**config.mk**
```make
export PLATFORM = sky130hd
export DESIGN_NAME = bus_source_arbiter_flat
export DESIGN_NICKNAME = d
export VERILOG_FILES = /design/src/rtl/bus_source_arbiter_pkg.sv /design/src/rtl/bus_source_arbiter_if.sv /design/src/rtl/bus_source_arbiter_rr_pick.sv /design/src/rtl/bus_source_arbiter.sv /design/src/flat_wrapper.sv
export SDC_FILE = /design/constraint.sdc
export NUM_CORES = 1
export LEC_CHECK = 0
export ABC_AREA = 1
export BUFFER_PORTS_ARGS = -buffer_cell sky130_fd_sc_hd__buf_2
export CAP_MARGIN = 40
export CORE_MARGIN = 1.5
export CORE_UTILIZATION = 52
export DETAILED_ROUTE_END_ITERATION = 8
export PLACE_DENSITY = 0.84
export SLEW_MARGIN = 5
export SYNTH_ARGS = -nofsm -noshare
export SYNTH_HDL_FRONTEND = slang
export SYNTH_SLANG_ARGS = --single-unit
```
**constraint.sdc**
```tcl
create_clock -name clock -period 3 [get_ports clock]
set_input_delay 0.6 -clock clock [delete_from_list [all_inputs] [get_ports clock]]
set_output_delay 0.6 -clock clock [all_outputs]
set_load 0.05 [all_outputs]
```
**src/rtl/bus_source_arbiter_pkg.sv**
```systemverilog
// Shared constants for the bus source arbiter: mux source codes and FSM states.
package bus_source_arbiter_pkg;

    localparam int SRC_R0     = 0;
    localparam int SRC_R1     = 1;
    localparam int SRC_R2     = 2;
    localparam int SRC_R3     = 3;
    localparam int SRC_R4     = 4;
    localparam int SRC_R5     = 5;
    localparam int SRC_R6     = 6;
    localparam int SRC_R7     = 7;
    localparam int SRC_R8     = 8;
    localparam int SRC_R9     = 9;
    localparam int SRC_R10    = 10;
    localparam int SRC_R11    = 11;
    localparam int SRC_R12    = 12;
    localparam int SRC_R13    = 13;
    localparam int SRC_R14    = 14;
    localparam int SRC_R15    = 15;
    localparam int SRC_HI     = 16;
    localparam int SRC_LO     = 17;
    localparam int SRC_ZHI    = 18;
    localparam int SRC_ZLO    = 19;
    localparam int SRC_PC     = 20;
    localparam int SRC_MDR    = 21;
    localparam int SRC_INPORT = 22;
    localparam int SRC_CSIGN  = 23;
    // The mux drives zero for this code, so it doubles as the parked select.
    localparam int SRC_IDLE   = 31;

    typedef enum logic {
        IDLE = 1'b0,
        XFER = 1'b1
    } arb_state_t;

endpackage

```
**src/rtl/bus_source_arbiter_if.sv**
```systemverilog
// Requester/bus-select bundle between the control units and the source arbiter.
interface bus_source_arbiter_if #(
    parameter int NUM_REQ = 4,
    parameter int SEL_W   = 5,
    parameter int LEN_W   = 3
);
    logic [NUM_REQ-1:0]       req;
    logic [NUM_REQ*SEL_W-1:0] req_src;
    logic [NUM_REQ*LEN_W-1:0] req_len;
    logic [SEL_W-1:0]         bus_sel;
    logic                     bus_valid;
    logic [NUM_REQ-1:0]       grant;
    logic [NUM_REQ-1:0]       done;
    logic [NUM_REQ-1:0]       err;

    modport master (
        output req, req_src, req_len,
        input  bus_sel, bus_valid, grant, done, err
    );

    modport slave (
        input  req, req_src, req_len,
        output bus_sel, bus_valid, grant, done, err
    );
endinterface

```
**src/rtl/bus_source_arbiter_rr_pick.sv**
```systemverilog
// Combinational round-robin picker: rotate req by rr_ptr, find the lowest set bit,
// rotate the index back. Works for any requester count, not just powers of two.
module bus_source_arbiter_rr_pick #(
    parameter int NUM_REQ = 4,
    parameter int IDX_W   = 2
) (
    input  logic [NUM_REQ-1:0] req,
    input  logic [IDX_W-1:0]   rr_ptr,
    output logic [IDX_W-1:0]   win,
    output logic               win_valid
);

    function automatic logic [IDX_W-1:0] add_mod(input logic [IDX_W-1:0] base, input int off);
        int s;
        s = int'(base) + off;
        if (s >= NUM_REQ) s = s - NUM_REQ;
        return IDX_W'(s);
    endfunction

    logic [NUM_REQ-1:0] rot;
    logic [IDX_W-1:0]   off;

    always_comb begin
        rot       = '0;
        off       = '0;
        win_valid = 1'b0;
        for (int i = 0; i < NUM_REQ; i++) begin
            rot[i] = req[add_mod(rr_ptr, i)];
        end
        for (int i = NUM_REQ - 1; i >= 0; i--) begin
            if (rot[i]) begin
                off       = IDX_W'(i);
                win_valid = 1'b1;
            end
        end
        win = add_mod(rr_ptr, int'(off));
    end

endmodule

```
**src/rtl/bus_source_arbiter.sv**
```systemverilog
// Round-robin owner of the internal bus source mux select; grants one requester
// for len+1 cycles and pulses done on the last cycle, or err for an illegal code.
//
// state | meaning
// IDLE  | bus parked on IDLE_SEL, arbitrating every edge
// XFER  | bus_sel/grant frozen for the owner, count runs down to 0
module bus_source_arbiter
    import bus_source_arbiter_pkg::*;
#(
    parameter int NUM_REQ  = 4,
    parameter int SEL_W    = 5,
    parameter int MAX_SRC  = SRC_CSIGN,
    parameter int IDLE_SEL = SRC_IDLE,
    parameter int LEN_W    = 3
) (
    input logic                 clock,
    input logic                 clear,
    bus_source_arbiter_if.slave bus
);

    localparam int IDX_W = (NUM_REQ > 1) ? $clog2(NUM_REQ) : 1;

    arb_state_t         state, state_nxt;
    logic [LEN_W-1:0]   count, count_nxt;
    logic [IDX_W-1:0]   rr_ptr, rr_ptr_nxt;
    logic [IDX_W-1:0]   owner, owner_nxt;
    logic [SEL_W-1:0]   sel_q, sel_nxt;
    logic               valid_q, valid_nxt;
    logic [NUM_REQ-1:0] grant_q, grant_nxt;
    logic [NUM_REQ-1:0] done_q, done_nxt;
    logic [NUM_REQ-1:0] err_q, err_nxt;

    logic [IDX_W-1:0]   pick_idx;
    logic               pick_valid;
    logic [SEL_W-1:0]   pick_src;
    logic [LEN_W-1:0]   pick_len;
    logic [NUM_REQ-1:0] pick_onehot;
    logic               src_ok;

    function automatic logic [IDX_W-1:0] next_idx(input logic [IDX_W-1:0] i);
        return (i == IDX_W'(NUM_REQ - 1)) ? '0 : i + 1'b1;
    endfunction

    bus_source_arbiter_rr_pick #(
        .NUM_REQ (NUM_REQ),
        .IDX_W   (IDX_W)
    ) u_rr_pick (
        .req       (bus.req),
        .rr_ptr    (rr_ptr),
        .win       (pick_idx),
        .win_valid (pick_valid)
    );

    assign pick_src    = bus.req_src[pick_idx*SEL_W +: SEL_W];
    assign pick_len    = bus.req_len[pick_idx*LEN_W +: LEN_W];
    assign pick_onehot = NUM_REQ'(1) << pick_idx;
    assign src_ok      = (pick_src <= SEL_W'(MAX_SRC));

    always_ff @(posedge clock or negedge clear) begin
        if (!clear) state <= IDLE;
        else        state <= state_nxt;
    end

    always_comb begin
        state_nxt = state;
        case (state)
            IDLE:    if (pick_valid && src_ok) state_nxt = XFER;
            XFER:    if (count == '0)          state_nxt = IDLE;
            default: state_nxt = IDLE;
        endcase
    end

    // Every output is computed here one cycle early and registered below.
    always_comb begin
        count_nxt  = count;
        rr_ptr_nxt = rr_ptr;
        owner_nxt  = owner;
        sel_nxt    = SEL_W'(IDLE_SEL);
        valid_nxt  = 1'b0;
        grant_nxt  = '0;
        done_nxt   = '0;
        err_nxt    = '0;
        case (state)
            IDLE: begin
                if (pick_valid) begin
                    if (src_ok) begin
                        owner_nxt = pick_idx;
                        count_nxt = pick_len;
                        sel_nxt   = pick_src;
                        valid_nxt = 1'b1;
                        grant_nxt = pick_onehot;
                        done_nxt  = (pick_len == '0) ? pick_onehot : '0;
                    end else begin
                        err_nxt    = pick_onehot;
                        rr_ptr_nxt = next_idx(pick_idx);
                    end
                end
            end
            XFER: begin
                if (count != '0) begin
                    count_nxt = count - 1'b1;
                    sel_nxt   = sel_q;
                    valid_nxt = 1'b1;
                    grant_nxt = grant_q;
                    done_nxt  = (count == LEN_W'(1)) ? grant_q : '0;
                end else begin
                    rr_ptr_nxt = next_idx(owner);
                end
            end
            default: ;
        endcase
    end

    always_ff @(posedge clock or negedge clear) begin
        if (!clear) begin
            count   <= '0;
            rr_ptr  <= '0;
            owner   <= '0;
            sel_q   <= SEL_W'(IDLE_SEL);
            valid_q <= 1'b0;
            grant_q <= '0;
            done_q  <= '0;
            err_q   <= '0;
        end else begin
            count   <= count_nxt;
            rr_ptr  <= rr_ptr_nxt;
            owner   <= owner_nxt;
            sel_q   <= sel_nxt;
            valid_q <= valid_nxt;
            grant_q <= grant_nxt;
            done_q  <= done_nxt;
            err_q   <= err_nxt;
        end
    end

    assign bus.bus_sel   = sel_q;
    assign bus.bus_valid = valid_q;
    assign bus.grant     = grant_q;
    assign bus.done      = done_q;
    assign bus.err       = err_q;

endmodule

```
**src/flat_wrapper.sv**
```systemverilog
// flat-port wrapper written by rule: the top's interface ports become plain ports
module bus_source_arbiter_flat import bus_source_arbiter_pkg::*;
#(
    parameter int NUM_REQ  = 4,
    parameter int SEL_W    = 5,
    parameter int MAX_SRC  = SRC_CSIGN,
    parameter int IDLE_SEL = SRC_IDLE,
    parameter int LEN_W    = 3
)
  (clock, clear, bus_req, bus_req_src, bus_req_len, bus_bus_sel, bus_bus_valid, bus_grant, bus_done, bus_err);
  bus_source_arbiter_if #(.NUM_REQ(NUM_REQ), .SEL_W(SEL_W), .LEN_W(LEN_W)) bus_i ();
  input logic clock;
  input logic clear;
  input wire logic [$bits(bus_i.req)-1:0] bus_req;
  input wire logic [$bits(bus_i.req_src)-1:0] bus_req_src;
  input wire logic [$bits(bus_i.req_len)-1:0] bus_req_len;
  output wire logic [$bits(bus_i.bus_sel)-1:0] bus_bus_sel;
  output wire logic [$bits(bus_i.bus_valid)-1:0] bus_bus_valid;
  output wire logic [$bits(bus_i.grant)-1:0] bus_grant;
  output wire logic [$bits(bus_i.done)-1:0] bus_done;
  output wire logic [$bits(bus_i.err)-1:0] bus_err;
  assign bus_i.req = bus_req;
  assign bus_i.req_src = bus_req_src;
  assign bus_i.req_len = bus_req_len;
  assign bus_bus_sel = bus_i.bus_sel;
  assign bus_bus_valid = bus_i.bus_valid;
  assign bus_grant = bus_i.grant;
  assign bus_done = bus_i.done;
  assign bus_err = bus_i.err;
  bus_source_arbiter #(.NUM_REQ(NUM_REQ), .SEL_W(SEL_W), .MAX_SRC(MAX_SRC), .IDLE_SEL(IDLE_SEL), .LEN_W(LEN_W)) u_core (.clock(clock), .clear(clear), .bus(bus_i));
endmodule
```
### Yosys cells after proc, flatten, opt, wreduce, memory -nomap -nowiden

Cells that the tools add are included.

| word-level totals | value |
|---|---|
| register bits after elaboration | 26 |
| input bits | 38 |
| logic and storage cells | 107 |
| output and inout port bits | 18 |

| cells by class | value |
|---|---|
| $lt $le $gt $ge | 10 |
| shift operators | 3 |
| reduce and logical (&&, ||, !) cells | 7 |
| bitwise logic cells | 1 |
| add/sub/neg operators | 12 |
| muxes and demuxes | 55 |
| equality and inequality tests | 8 |
| multipliers | 2 |

Operators by type and width:

| kind | count |
|---|---|
| $mux 4 | 11 |
| $mux 2 | 14 |
| $shiftx 20x6->5 | 1 |
| $pmux 4 s2 | 2 |
| $mux 5 | 3 |
| $mux 1 | 13 |
| $ge 3x3->1 const B | 4 |
| $lt 2x3->1 const B | 4 |
| $shiftx 12x5->3 | 1 |
| $pmux 5 s2 | 1 |
| $sub 2x1->2 const B | 5 |
| $mux 3 | 3 |
| $reduce_and 3->1 | 3 |
| $bmux 1 s2 | 4 |
| $add 2x2->3 const B | 2 |
| $logic_not 3->1 | 2 |
| $ne 2x2->1 const B | 3 |
| $pmux 3 s2 | 1 |
| $le 5x5->1 const B | 1 |
| $mul 2x3->5 const B | 1 |
| $add 2x1->2 const B | 2 |
| $eq 2x2->1 const B | 2 |
| $mul 2x2->4 const B | 1 |
| $ne 2x1->1 const B | 2 |
| 11 further kinds | 12 |

### Logic depth before layout (Yosys ltp)

| logic depth | value |
|---|---|
| depth in word-level cells | 19 |
| depth in mapped cells | 21 |
| gate-level depth less buffers | 19 |

### Modules after synthesis

A second synthesis with hierarchy kept.

| unflattened totals | value |
|---|---|
| cell total of the unflattened synthesis | 248 |
| area total of the unflattened synthesis | 1750.4 sq um |

By module, submodules not included:

| module | area an instance (sq um) | seq. area each (sq um) | cells an instance | instances |
|---|---|---|---|---|
| bus_source_arbiter | 1491.4 | 631.9 | 192 | 1 |
| bus_source_arbiter_rr_pick | 259.0 | 0.0 | 56 | 1 |

### Worst setup path after synthesis

OpenSTA, ideal clock, no wires.

| timing | value |
|---|---|
| kind | input to register |
| start | input port bus_req[1] |
| end | register u_core.count[2] |
| library setup time | 0.117 ns |
| path slack | 0.331 ns |
| data required time | 2.883 ns |
| stages | 20 |
| arrival | 2.552 ns |
| path buffers | 2 |
| path through | inv_1 > nand2_1 > nand2_1 > nand2_1 > nand2_2 > a31oi_1 > nor2_1 > ha_1 > buf_2 > inv_1 > clkbuf_1 > nand2_1 > nand2_1 > nand3_1 > nand2_4 > nand2_8 > nand2_8 > nand2_4 > nand2_2 > nand2_1 |

| between the ends | value |
|---|---|
| longest elaborated chain between the ends | 14 |
| elaborated cells on any way between the ends | 31 |
| classes of those cells | 2 x add/sub; 2 x mul; 2 x order compare; 2 x eq/ne; 2 x shift; 20 x mux; 1 x reduce/logical |

Ends and longest elaborated chain:

| item | RTL line | text |
|---|---|---|
| start, declared | flat_wrapper.sv:14 | `input wire logic [$bits(bus_i.req)-1:0] bus_req;` |
| $bmux 1 s2 | bus_source_arbiter_rr_pick.sv:28 | `rot[i] = req[add_mod(rr_ptr, i)];` |
| $mux 1 (not written as such) | bus_source_arbiter_rr_pick.sv:28 |  |
| $mux 2 (3 in series) | bus_source_arbiter_rr_pick.sv:31 | `if (rot[i]) begin` |
| $mux 2 * | bus_source_arbiter_rr_pick.sv:31 |  |
| $add 2x2->3 * | bus_source_arbiter_rr_pick.sv:15 | `s = int'(base) + off;` |
| $ge 3x3->1 or $sub 2x1->2 (tied branches) | bus_source_arbiter_rr_pick.sv:16 | `if (s >= NUM_REQ) s = s - NUM_REQ;` |
| $mux 2 * | bus_source_arbiter_rr_pick.sv:16 |  |
| via u_core.pick_idx[0] | bus_source_arbiter.sv:33 | `logic [IDX_W-1:0] pick_idx;` |
| $mul 2x3->5 or $mul 2x2->4 (tied branches) | bus_source_arbiter.sv:54, bus_source_arbiter.sv:55 |  |
| $shiftx 20x6->5 or $shiftx 12x5->3 (tied branches) | bus_source_arbiter.sv:54, bus_source_arbiter.sv:55 |  |
| $le 5x5->1 or $mux 3 (tied branches) | bus_source_arbiter.sv:57, bus_source_arbiter.sv:86 |  |
| $ne 2x1->1 (no line) or $mux 3 (tied branches) | - |  |
| $reduce_and 3->1 (no line) or $pmux 3 s2 (tied branches) | - |  |
| end signal, assigned | bus_source_arbiter.sv:125 | `count <= count_nxt;` |
| end, declared | bus_source_arbiter.sv:24 | `logic [LEN_W-1:0] count, count_nxt;` |

Mark *: on every way through the listed nets, which the timed path passes. The rest lies on a longest branch. The select of a mux whose other input is x is not followed.
A chain may end at the register's enable or synchronous reset.

### Worst setup path after layout

| timing | value |
|---|---|
| start | register u_core.rr_ptr[1] |
| end | register u_core.count[2] |

| between the ends | value |
|---|---|
| longest elaborated chain between the ends | 17 |
| elaborated cells on any way between the ends | 46 |
| classes of those cells | 9 x add/sub; 2 x mul; 6 x order compare; 2 x eq/ne; 2 x shift; 24 x mux; 1 x reduce/logical |

Ends and longest elaborated chain:

| item | RTL line | text |
|---|---|---|
| start, declared | bus_source_arbiter.sv:25 | `logic [IDX_W-1:0] rr_ptr, rr_ptr_nxt;` |
| start signal, assigned | bus_source_arbiter.sv:126 | `rr_ptr <= rr_ptr_nxt;` |
| $add 2x2->3 | bus_source_arbiter_rr_pick.sv:15 |  |
| $ge 3x3->1 or $sub 2x1->2 (tied branches) | bus_source_arbiter_rr_pick.sv:16 |  |
| $mux 2 | bus_source_arbiter_rr_pick.sv:16 |  |
| $bmux 1 s2 | bus_source_arbiter_rr_pick.sv:28 |  |
| $mux 1 (not written as such) | bus_source_arbiter_rr_pick.sv:28 |  |
| $mux 2 (4 in series) | bus_source_arbiter_rr_pick.sv:31 |  |
| $add 2x2->3 | bus_source_arbiter_rr_pick.sv:15 |  |
| $ge 3x3->1 or $sub 2x1->2 (tied branches) | bus_source_arbiter_rr_pick.sv:16 |  |
| $mux 2 | bus_source_arbiter_rr_pick.sv:16 |  |
| $mul 2x3->5 or $mul 2x2->4 (tied branches) | bus_source_arbiter.sv:54, bus_source_arbiter.sv:55 |  |
| $shiftx 20x6->5 or $shiftx 12x5->3 (tied branches) | bus_source_arbiter.sv:54, bus_source_arbiter.sv:55 |  |
| $le 5x5->1 or $mux 3 (tied branches) | bus_source_arbiter.sv:57, bus_source_arbiter.sv:86 |  |
| $ne 2x1->1 (no line) or $mux 3 (tied branches) | - |  |
| $reduce_and 3->1 (no line) or $pmux 3 s2 (tied branches) | - |  |

Parallel ways exist; a longest one is shown, timed or not. The select of a mux whose other input is x is not followed.

==> flow_metrics.tcl <==
set metrics [dict create \
    ys_ff_latch 25 \
    pin_count 56 \
    syn_area_mm2 0.00193 \
    gp_congestion 0.836 \
    synth_adder_area_share_pct 5.83 \
    critPathLaunchType "flip-flop" \
    drv_cap 0 \
    slew_headroom_pct 59.3 \
    die_x_um 64.0 \
    tightest_slew_ns 0.610 \
    avgSynthCellArea_um2 7.67 \
    cpPeakStageDelay_ns 0.56 \
    fin_crit_ns 2.73 \
    synth_top_family_by_area "simple AND/OR/NAND/NOR gates" \
    yosys_warnings 0 \
    post_cts_buffers 0 \
    grt_pass1_vias 1676 \
    drt-initial-drc-count 91 \
    route.detailed.wl_per_inst_um 11.1 \
    worstPathCellList "inv_4, nand2_1, nand2_2, nand2_2, nand2_4, a31oi_1, nor2_1, ha_1, xor2_1, inv_1, nand3_4, nand2_4, nand2_1, nand2_2, nand2_8, nand2_8, nand3_1, nand2_1" \
    drc 0 \
    postCtsHoldBufs 0 \
    cts_sinks 25 \
    dr.pass1.iters 4 \
    clock_latency_ns 0.28 \
    setup_tns_ns 0 \
    worst_slack_ns 0.272 \
    coreArea_mm2 0.00344 \
    cp_top_family "simple AND/OR/NAND/NOR gates" \
    synth_compound_area_share_pct 5.31 \
    fin_nets 355 \
    crit_fanout 12 \
    crit_arrival_ns 2.90 \
    yosysSeqAreaShare_pct 32.7 \
    synth_nets 299 \
    status "finished clean" \
    hold_viol_final 0 \
    drive_gt1_share_pct 35.2 \
    drtAntennaViolNets 0 \
    tritoncts "yes" \
    die_y_um 64.0 \
    crit_path_end_kind "flip-flop" \
    slew_viol_final 0 \
    grt_max_degree 26 \
    dp_hpwl_um 3120 \
    overflow 0 \
    synth-simple-area-share_pct 42.6 \
    rows 21 \
    path_buf_inv 2 \
    worst_hold_slack_ns 0.285 \
    pre_cts_slack_ns 0.170 \
    fin_crit_sh_pct 90.9 \
    finalClockSkew_ns 0.00133 \
    gr-usage-all-layers_pct 21.5 \
    path_class "reg -> reg" \
    viasPerCell 4.89 \
    synth_cells 252 \
    setup_viol 0 \
    htreeDepth 1 \
    cp.required_ns 3.18 \
    hold_path_class "in -> async" \
    synth-xor-area-share_pct 0.453 \
    clockBufferDepth 2 \
    dieArea_mm2 0.00409 \
    rsz0062_at_grt "no" \
    port_buffers 55 \
    clkTransAtPathRegs_ns 0.09 \
    insertedDiodeCount 0 \
    cts-buffers-inserted 3 \
    postRouteWirelength_um 3900 \
    start_util_pct 56.2 \
    grt_antenna_before_repair 0 \
    ys_types 33 \
    cp_slowest_cell "dfrtp_1" \
    grt_pass1_wl_um 7030 \
    syn_to_final_growth_pct 18.5 \
    synth.area.mux_share_pct 4.14 \
    cts-root-buf "clkbuf_8" \
    vias 1727 \
    fmax_ghz 0.367 \
]
==> metal layers <==
| layer | vias up | GRT usage, % | part of all wire, % |
|---|---|---|---|
| met5 | - | 0 | 0 |
| met4 | 0 | 6.52 | 1.5 |
| met3 | 7 | 3.35 | 4.7 |
| met2 | 47 | 37.5 | 48 |
| met1 | 766 | 27.2 | 46 |
| li1 | 907 | - | - |
==> synthesized netlist by cell type (all sizes together) <==
| cell type | count | area, um2 |
|---|---|---|
| o22ai | 2 | 12.5 |
| ha | 9 | 113 |
| o21ai | 7 | 35.0 |
| o31ai | 1 | 7.51 |
| nand3 | 29 | 188 |
| nor2 | 16 | 83.8 |
| nand2 | 101 | 494 |
| nand3b | 1 | 7.51 |
| dfstp | 5 | 131 |
| xor2 | 1 | 8.76 |
| inv | 28 | 115 |
| or2 | 4 | 25.0 |
| buf | 6 | 47.5 |
| o21bai | 5 | 41.3 |
| dfrtp | 20 | 500 |
| mux2i | 8 | 80.1 |
| clkinv | 1 | 3.75 |
| clkbuf | 2 | 7.51 |
| a31oi | 1 | 6.26 |
| nor3 | 5 | 25.0 |
==> flip-flops by register name, indices dropped and copies added, names as in the netlist <==
name / count
u_core.bus.done: 4
u_core.rr_ptr: 2
u_core.bus.grant: 4
u_core.bus.bus_sel: 5
u_core.state: 1
u_core.count: 3
u_core.owner: 2
u_core.bus.err: 4
==> final timing paths <==
check | cells after the start | from | end | slack [ns]
min in group clock | 2 | u_core.count[1]$_DFFE_PN0P_ | u_core.count[1]$_DFFE_PN0P_ | 0.50
setup / recovery | 18 | u_core.rr_ptr[1]$_DFFE_PN0P_ | u_core.count[2]$_DFFE_PN0P_ | 0.27
setup reg to reg | 18 | u_core.rr_ptr[1]$_DFFE_PN0P_ | u_core.count[2]$_DFFE_PN0P_ | 0.27
hold / removal | 1 | clear | u_core.rr_ptr[1]$_DFFE_PN0P_ | 0.29
hold reg to reg | 2 | u_core.count[1]$_DFFE_PN0P_ | u_core.count[1]$_DFFE_PN0P_ | 0.50
max in group asynchronous | 1 | clear | u_core.rr_ptr[0]$_DFFE_PN0P_ | 2.34
==> kinds of logic after synthesis <==
kind of cell               count (synthesis)
adders and majority gates                  9
and+or+nand+nor                          156
buffers and inverters                     37
AOI/OAI and AO/OA                         16
xor gates and xnor gates                   1
DFF                                       25
muxes                                      8
==> metrics by stage <==
stage	util, %	std cells	instance area, um2
2_1_floorplan	-	252	1930
3_3_place_gp	65.1	349	2240
3_5_place_dp	65.1	349	2240
4_1_cts	66.5	353	2290
5_1_grt	66.6	353	2290
6_report	66.6	353	2290
==> cell usage in the layout (no fill, tap or decap) <==
cell	n
inv_4	1
nor2_8	1
a31oi_1	1
clkbuf_8	3
o21bai_1	4
ha_1	9
o21bai_2	1
nor3_1	5
nand2_2	15
nand3b_1	1
dfrtp_1	19
o21ai_1	2
nor2_1	14
mux2i_1	8
inv_8	1
nand2_8	2
dfstp_2	5
nor2_4	1
o31ai_1	1
dfrtp_2	1
buf_2	55
inv_1	26
nand3_2	6
clkinv_1	1
xor2_1	1
nand2_1	78
o21ai_0	5
buf_4	4
nand2_4	6
nand3_1	22
o22ai_1	2
nand3_4	1
clkinvlp_4	1
or2_2	4
==> area by class of cell <==
| cell class | instances | area [um2] |
|---|---|---|
| fill | 316 | 1150 |
| timing repair buffer | 59 | 305 |
| inverter | 29 | 119 |
| sequential | 25 | 633 |
| multi-input combinational | 190 | 1130 |
| clock buffer | 3 | 41.3 |
| clock inverter | 1 | 7.51 |
| tap | 46 | 57.6 |
==> timing repair <==
item / 4_1_cts / 5_1_grt
hold endpoints to repair: 0 / 0
resized for setup: 0 / 1
setup endpoints to repair: 0 / 5
Power is not shown: default switching activity piles up to over one toggle a cycle in this logic, so the estimate is an artifact.
